===== config.mk =====
export PLATFORM = sky130hd
export DESIGN_NAME = fp_mult_handshake
export DESIGN_NICKNAME = d
export VERILOG_FILES = /design/src/rtl/fp_mult_pkg.sv /design/src/rtl/fp_mult_datapath.sv /design/src/rtl/fp_mult_handshake.sv
export SDC_FILE = /design/constraint.sdc
export NUM_CORES = 1
export LEC_CHECK = 0
export CAP_MARGIN = 10
export CORE_MARGIN = 3
export CORE_UTILIZATION = 54
export DETAILED_ROUTE_END_ITERATION = 10
export PLACE_DENSITY = 0.83
export SYNTH_ARGS = -nofsm -noshare
export SYNTH_HDL_FRONTEND = slang
export SYNTH_SLANG_ARGS = --single-unit

===== constraint.sdc =====
create_clock -name clk -period 2.45 [get_ports clk]
set_input_delay 0.3675 -clock clk [delete_from_list [all_inputs] [get_ports clk]]
set_output_delay 0.3675 -clock clk [all_outputs]
set_load 0.03 [all_outputs]

===== src/rtl/fp_mult_pkg.sv =====
// Shared types and constants for the handshake-fed IEEE-754 single-precision multiplier.
package fp_mult_pkg;

  localparam int MANT_W   = 24;
  localparam int EXP_BIAS = 127;

  localparam int SIGN_BIT = 31;
  localparam int EXP_MSB  = 30;
  localparam int EXP_LSB  = 23;
  localparam int FRAC_MSB = 22;

  localparam logic [31:0] QNAN     = 32'h7FC00000;
  localparam logic [31:0] POS_INF  = 32'h7F800000;
  localparam logic [31:0] NEG_INF  = 32'hFF800000;
  localparam logic [31:0] POS_ZERO = 32'h00000000;
  localparam logic [31:0] NEG_ZERO = 32'h80000000;

  typedef enum logic [2:0] {
    LOAD_A,
    REL_A,
    LOAD_B,
    REL_B,
    WAIT_START,
    MUL,
    NORM,
    DONE
  } state_t;

  function automatic logic [31:0] signed_inf(input logic s);
    return s ? NEG_INF : POS_INF;
  endfunction

  function automatic logic [31:0] signed_zero(input logic s);
    return s ? NEG_ZERO : POS_ZERO;
  endfunction

endpackage


===== src/rtl/fp_mult_datapath.sv =====
// Operand registers, bit-serial shift-add significand multiplier, normaliser and packer.
module fp_mult_datapath
  import fp_mult_pkg::*;
(
  input  logic        clk,
  input  logic        rst,
  input  logic        load_a,
  input  logic        load_b,
  input  logic        mul_init,
  input  logic        mul_step,
  input  logic        norm,
  input  logic [31:0] operand,
  output logic [31:0] result
);

  logic [31:0]            a_q, b_q;
  logic                   sign_q;
  logic signed [9:0]      exp_q;
  logic [2*MANT_W-1:0]    mcand_q;
  logic [MANT_W-1:0]      mplier_q;
  logic [2*MANT_W-1:0]    prod_q;
  logic [31:0]            res_q;
  logic [31:0]            res_d;

  logic [7:0]        exp_a, exp_b;
  logic              zero_a, zero_b, inf_a, inf_b, nan_a, nan_b;
  logic signed [9:0] exp_n;
  logic [22:0]       frac_n;

  assign exp_a  = a_q[EXP_MSB:EXP_LSB];
  assign exp_b  = b_q[EXP_MSB:EXP_LSB];
  assign zero_a = (exp_a == 8'd0);
  assign zero_b = (exp_b == 8'd0);
  assign inf_a  = (exp_a == 8'hFF) && (a_q[FRAC_MSB:0] == 23'd0);
  assign inf_b  = (exp_b == 8'hFF) && (b_q[FRAC_MSB:0] == 23'd0);
  assign nan_a  = (exp_a == 8'hFF) && (a_q[FRAC_MSB:0] != 23'd0);
  assign nan_b  = (exp_b == 8'hFF) && (b_q[FRAC_MSB:0] != 23'd0);

  assign exp_n  = prod_q[2*MANT_W-1] ? exp_q + 10'sd1 : exp_q;
  assign frac_n = prod_q[2*MANT_W-1] ? prod_q[46:24] : prod_q[45:23];

  // Special operands take priority over range checks on the computed exponent.
  always_comb begin
    res_d = {sign_q, exp_n[7:0], frac_n};
    if (nan_a || nan_b) begin
      res_d = QNAN;
    end else if ((inf_a && zero_b) || (zero_a && inf_b)) begin
      res_d = QNAN;
    end else if (inf_a || inf_b) begin
      res_d = signed_inf(sign_q);
    end else if (zero_a || zero_b) begin
      res_d = signed_zero(sign_q);
    end else if (exp_n >= 10'sd255) begin
      res_d = signed_inf(sign_q);
    end else if (exp_n <= 10'sd0) begin
      res_d = signed_zero(sign_q);
    end
  end

  always_ff @(posedge clk) begin
    if (rst) begin
      a_q      <= '0;
      b_q      <= '0;
      sign_q   <= 1'b0;
      exp_q    <= '0;
      mcand_q  <= '0;
      mplier_q <= '0;
      prod_q   <= '0;
      res_q    <= '0;
    end else begin
      if (load_a) a_q <= operand;
      if (load_b) b_q <= operand;
      if (mul_init) begin
        sign_q   <= a_q[SIGN_BIT] ^ b_q[SIGN_BIT];
        exp_q    <= 10'($signed({2'b00, exp_a}) + $signed({2'b00, exp_b}) - EXP_BIAS);
        mcand_q  <= {{MANT_W{1'b0}}, 1'b1, a_q[FRAC_MSB:0]};
        mplier_q <= {1'b1, b_q[FRAC_MSB:0]};
        prod_q   <= '0;
      end
      if (mul_step) begin
        if (mplier_q[0]) prod_q <= prod_q + mcand_q;
        mcand_q  <= mcand_q << 1;
        mplier_q <= mplier_q >> 1;
      end
      if (norm) res_q <= res_d;
    end
  end

  assign result = res_q;

endmodule


===== src/rtl/fp_mult_handshake.sv =====
// Control FSM: four-phase operand handshake, multiply sequencing and result handshake.
module fp_mult_handshake
  import fp_mult_pkg::*;
(
  input  logic        clk,
  input  logic        rst,
  input  logic        startMul,
  input  logic        resultaccept,
  input  logic [31:0] Tempbus,
  output logic [31:0] ResultBus,
  input  logic        ready,
  output logic        accept,
  output logic        doneMul,
  output logic        resultready
);

  state_t     state_q;
  logic [4:0] cnt_q;
  logic       accept_q, done_q, rready_q;

  always_ff @(posedge clk) begin
    if (rst) begin
      state_q  <= LOAD_A;
      cnt_q    <= '0;
      accept_q <= 1'b0;
      done_q   <= 1'b0;
      rready_q <= 1'b0;
    end else begin
      done_q <= 1'b0;
      case (state_q)
        LOAD_A: if (ready) begin
          accept_q <= 1'b1;
          state_q  <= REL_A;
        end
        REL_A: if (!ready) begin
          accept_q <= 1'b0;
          state_q  <= LOAD_B;
        end
        LOAD_B: if (ready) begin
          accept_q <= 1'b1;
          state_q  <= REL_B;
        end
        REL_B: if (!ready) begin
          accept_q <= 1'b0;
          state_q  <= WAIT_START;
        end
        WAIT_START: if (startMul) begin
          cnt_q   <= '0;
          state_q <= MUL;
        end
        MUL: begin
          cnt_q <= cnt_q + 5'd1;
          if (cnt_q == 5'(MANT_W - 1)) state_q <= NORM;
        end
        NORM: begin
          done_q   <= 1'b1;
          rready_q <= 1'b1;
          state_q  <= DONE;
        end
        DONE: if (resultaccept) begin
          rready_q <= 1'b0;
          state_q  <= LOAD_A;
        end
        default: state_q <= LOAD_A;
      endcase
    end
  end

  fp_mult_datapath u_datapath (
    .clk      (clk),
    .rst      (rst),
    .load_a   ((state_q == LOAD_A) && ready),
    .load_b   ((state_q == LOAD_B) && ready),
    .mul_init ((state_q == WAIT_START) && startMul),
    .mul_step (state_q == MUL),
    .norm     (state_q == NORM),
    .operand  (Tempbus),
    .result   (ResultBus)
  );

  assign accept      = accept_q;
  assign doneMul     = done_q;
  assign resultready = rready_q;

endmodule


==> run metrics <==
most common cell after layout, fill and taps aside=nand2_1; Crit Path Class=flop to flop; TritonCTS clock tree=done; most frequent cells in the layout=356 x nand2_1, 204 x dfxtp_1, 150 x buf_4; Pleak=~6.1 nW; hold_sp=rst; failing checks=setup timing; fmax=0.390 GHz; die area=approximately 25000 sq um; I/O pin cnt=72; H-tree levels=1; Mapped Avg Cell Area=7.78 sq um; port bufs=71; CP startpoint kind=flop; syn nets=1708; crit path max fanout=3; post-synthesis sequential area ratio=38.1%; status=finished with violations; # clock sinks=238; die height=around 160 um; Final GP Congestion=approximately 0.91; largest cells by area after synthesis=dfxtp_1 38%, nand2_1 11%, a21oi_1 6.3%; number of enable flip-flop cells after synthesis=0; unrepaired setup endpoints after global routing=true; Async SR Flop Fraction=0%; Routed Antenna Nets=0; DRC Markers=0; Clock Pin Slew Worst Setup and Hold Paths=around 0.06 ns; vias in the first global route=11600; DR vias=12500; final count of negative-setup-slack endpoints=11; first-pass GRT wire length=55700 um; Root Buffer=clkbuf_16; Reg-to-Reg Start=u_datapath.prod_q[0]; CTS Buf Count=27; setup TNS=-0.658 ns; Tot GR Track Use=26.5%; Pwr Total=10.1 mW; DRT iter0 DRCs=940; layout cells sized above 1=a little over a fifth; area taken by multi-input logic gates=8050 sq um; Routed WL=36000 um; peak supply drop=0.586 mV; Final nets=1860; Vias/cell=6.08; die width=between 150 and 200 um; Finished Layout Cells=~2100; P&R area growth vs syn=30.1%; worst slew pin tran=0.570 ns; antenna fix cells=0; total core area=22700 sq um; Max Slew Vio Count=0; largest net degree at the start of global routing=just over 90; CP Data Arrival Time=3.00 ns; Tcrit/Tclk final=105%; Crit path required time=between 2 and 3 ns; Ys Warns=0; GRT Residual Overflow=0; Mapped Cells=1607; Max Cap Viol=0; initial cell density of the core=a little under three fifths; cell area power density=620 nW/um^2; Netlist cell types=72; Final min period=~2.6 ns; CP startpoint=u_datapath.prod_q[0]; post-synth top area cell=dfxtp_1; placed insts=1992; Critical Path Sink Type=flop; Synth Flop Type=dfxtp_1; Register Area=4810 sq um; worst clock skew=approximately 0.012 ns; Final WS setup=-0.113 ns; cell row count=55; fill cell count=1615; # hold bufs at CTS=0; Rel. slew slack=62.0%; Yosys top cell area share=38.1%; initial antenna violation count=0; hpwl dp=22700 um; number of synthesized register bits=238; Hold Vio Cnt, Final=0; Mapped Area=approximately 12000 sq um; Worst-Skew Late Latency=between 0.5 and 0.6 ns; CTS Buffer Depth=3; per-cell routed wire length=about 17 um; worst hold path class=primary input to flop; Pre-antenna DRT Iters=6
-- stage by stage --
step	hold slack, ns	instance area [sq um]	worst slack (ns)	util [%]
2_1_floorplan	0.432	12500	-0.0444	-
3_3_place_gp	0.434	14300	-0.147	63.0
3_5_place_dp	0.441	14300	-0.273	63.0
4_1_cts	0.153	15700	-0.109	69.1
5_1_grt	0.180	16300	-0.257	71.6
6_report	0.171	16300	-0.113	71.6
-- cell usage after synthesis (19+ instances only) --
library cell  count
a21oi_1         157
nand3_1          40
ha_1             62
nor3_1           31
dfxtp_1         238
nand2_1         363
xor2_1           34
o21ai_0          69
a21o_1           19
clkbuf_1         92
xnor2_1          31
mux2i_1          26
o21ai_1          22
nor2_1          138
a311oi_1         45
nor4_1           21
-- final timing paths --
path | end | slack [ns] | cells after the start
min | resultready | 0.17 | 2
max | u_datapath.prod_q[16] | -0.11 | 11
min reg2reg | u_datapath.result[16] | 0.45 | 2
max reg2reg | u_datapath.prod_q[16] | -0.11 | 11
-- flip-flops by register name, indices dropped and copies added, names as in the netlist --
name                 count
u_datapath.sign_q        1
u_datapath.exp_q        10
accept                   1
u_datapath.result       32
u_datapath.mplier_q     24
doneMul                  1
u_datapath.b_q          32
u_datapath.mcand_q      48
u_datapath.a_q          32
u_datapath.prod_q       48
cnt_q                    5
resultready              1
state_q                  3
-- layout make-up --
class / instances / share of cell area [%]
clock buffer: 36 / 4.73
clock inverter: 12 / 1.18
inverter: 15 / 0.346
multi-input combinational: 1244 / 49.5
sequential: 238 / 29.6
tap: 285 / 2.19
timing repair buffer: 233 / 12.5
-- timing repair --
action	in CTS	in global routing
resized for setup	71	112
hold endpoints to repair	0	0
pin swaps	39	44
setup endpoints to repair	22	57
setup buffers	12	12
-- where the power goes --
part / leakage, nW / total [mW] / switching, mW / internal [mW]
Combinational: 3.69 / 1.49 / 0.926 / 0.562
Sequential: 1.94 / 4.26 / 0.190 / 4.07
Clock: 0.469 / 4.32 / 1.69 / 2.64
Total: 6.09 / 10.1 / 2.80 / 7.27
-- kinds of logic after synthesis --
logic type / after synthesis / synth area share, %
buffers and inverters: 125 / 3.83
multiplexers: 27 / 2.17
AO/OA/AOI/OAI: 428 / 22.2
adder cells (fa/ha/maj): 64 / 6.53
AND/OR/NAND/NOR: 660 / 22.6
XOR/XNOR: 65 / 4.56
flip-flops: 238 / 38.1
-- worst max-delay path, stage by stage, from the launching register on --
cell and delay [ns]:
dfxtp_2 0.33, ha_4 0.16, fa_2 0.34, a21oi_2 0.15
o211ai_1 0.18, nand3_1 0.15, o21ai_2 0.07, o31a_1 0.26
or4_1 0.40, a31oi_1 0.17, xor2_1 0.15, o21ai_1 0.07
-- routing by layer --
| layer | routed length, um | track usage [%] |
|---|---|---|
| met4 | 972 | 7.58 |
| met5 | 0 | 0 |
| met3 | 2300 | 3.53 |
| met2 | 17600 | 46.2 |
| met1 | 15100 | 34.4 |
No activity file was read; power rests on OpenSTA's default activity.
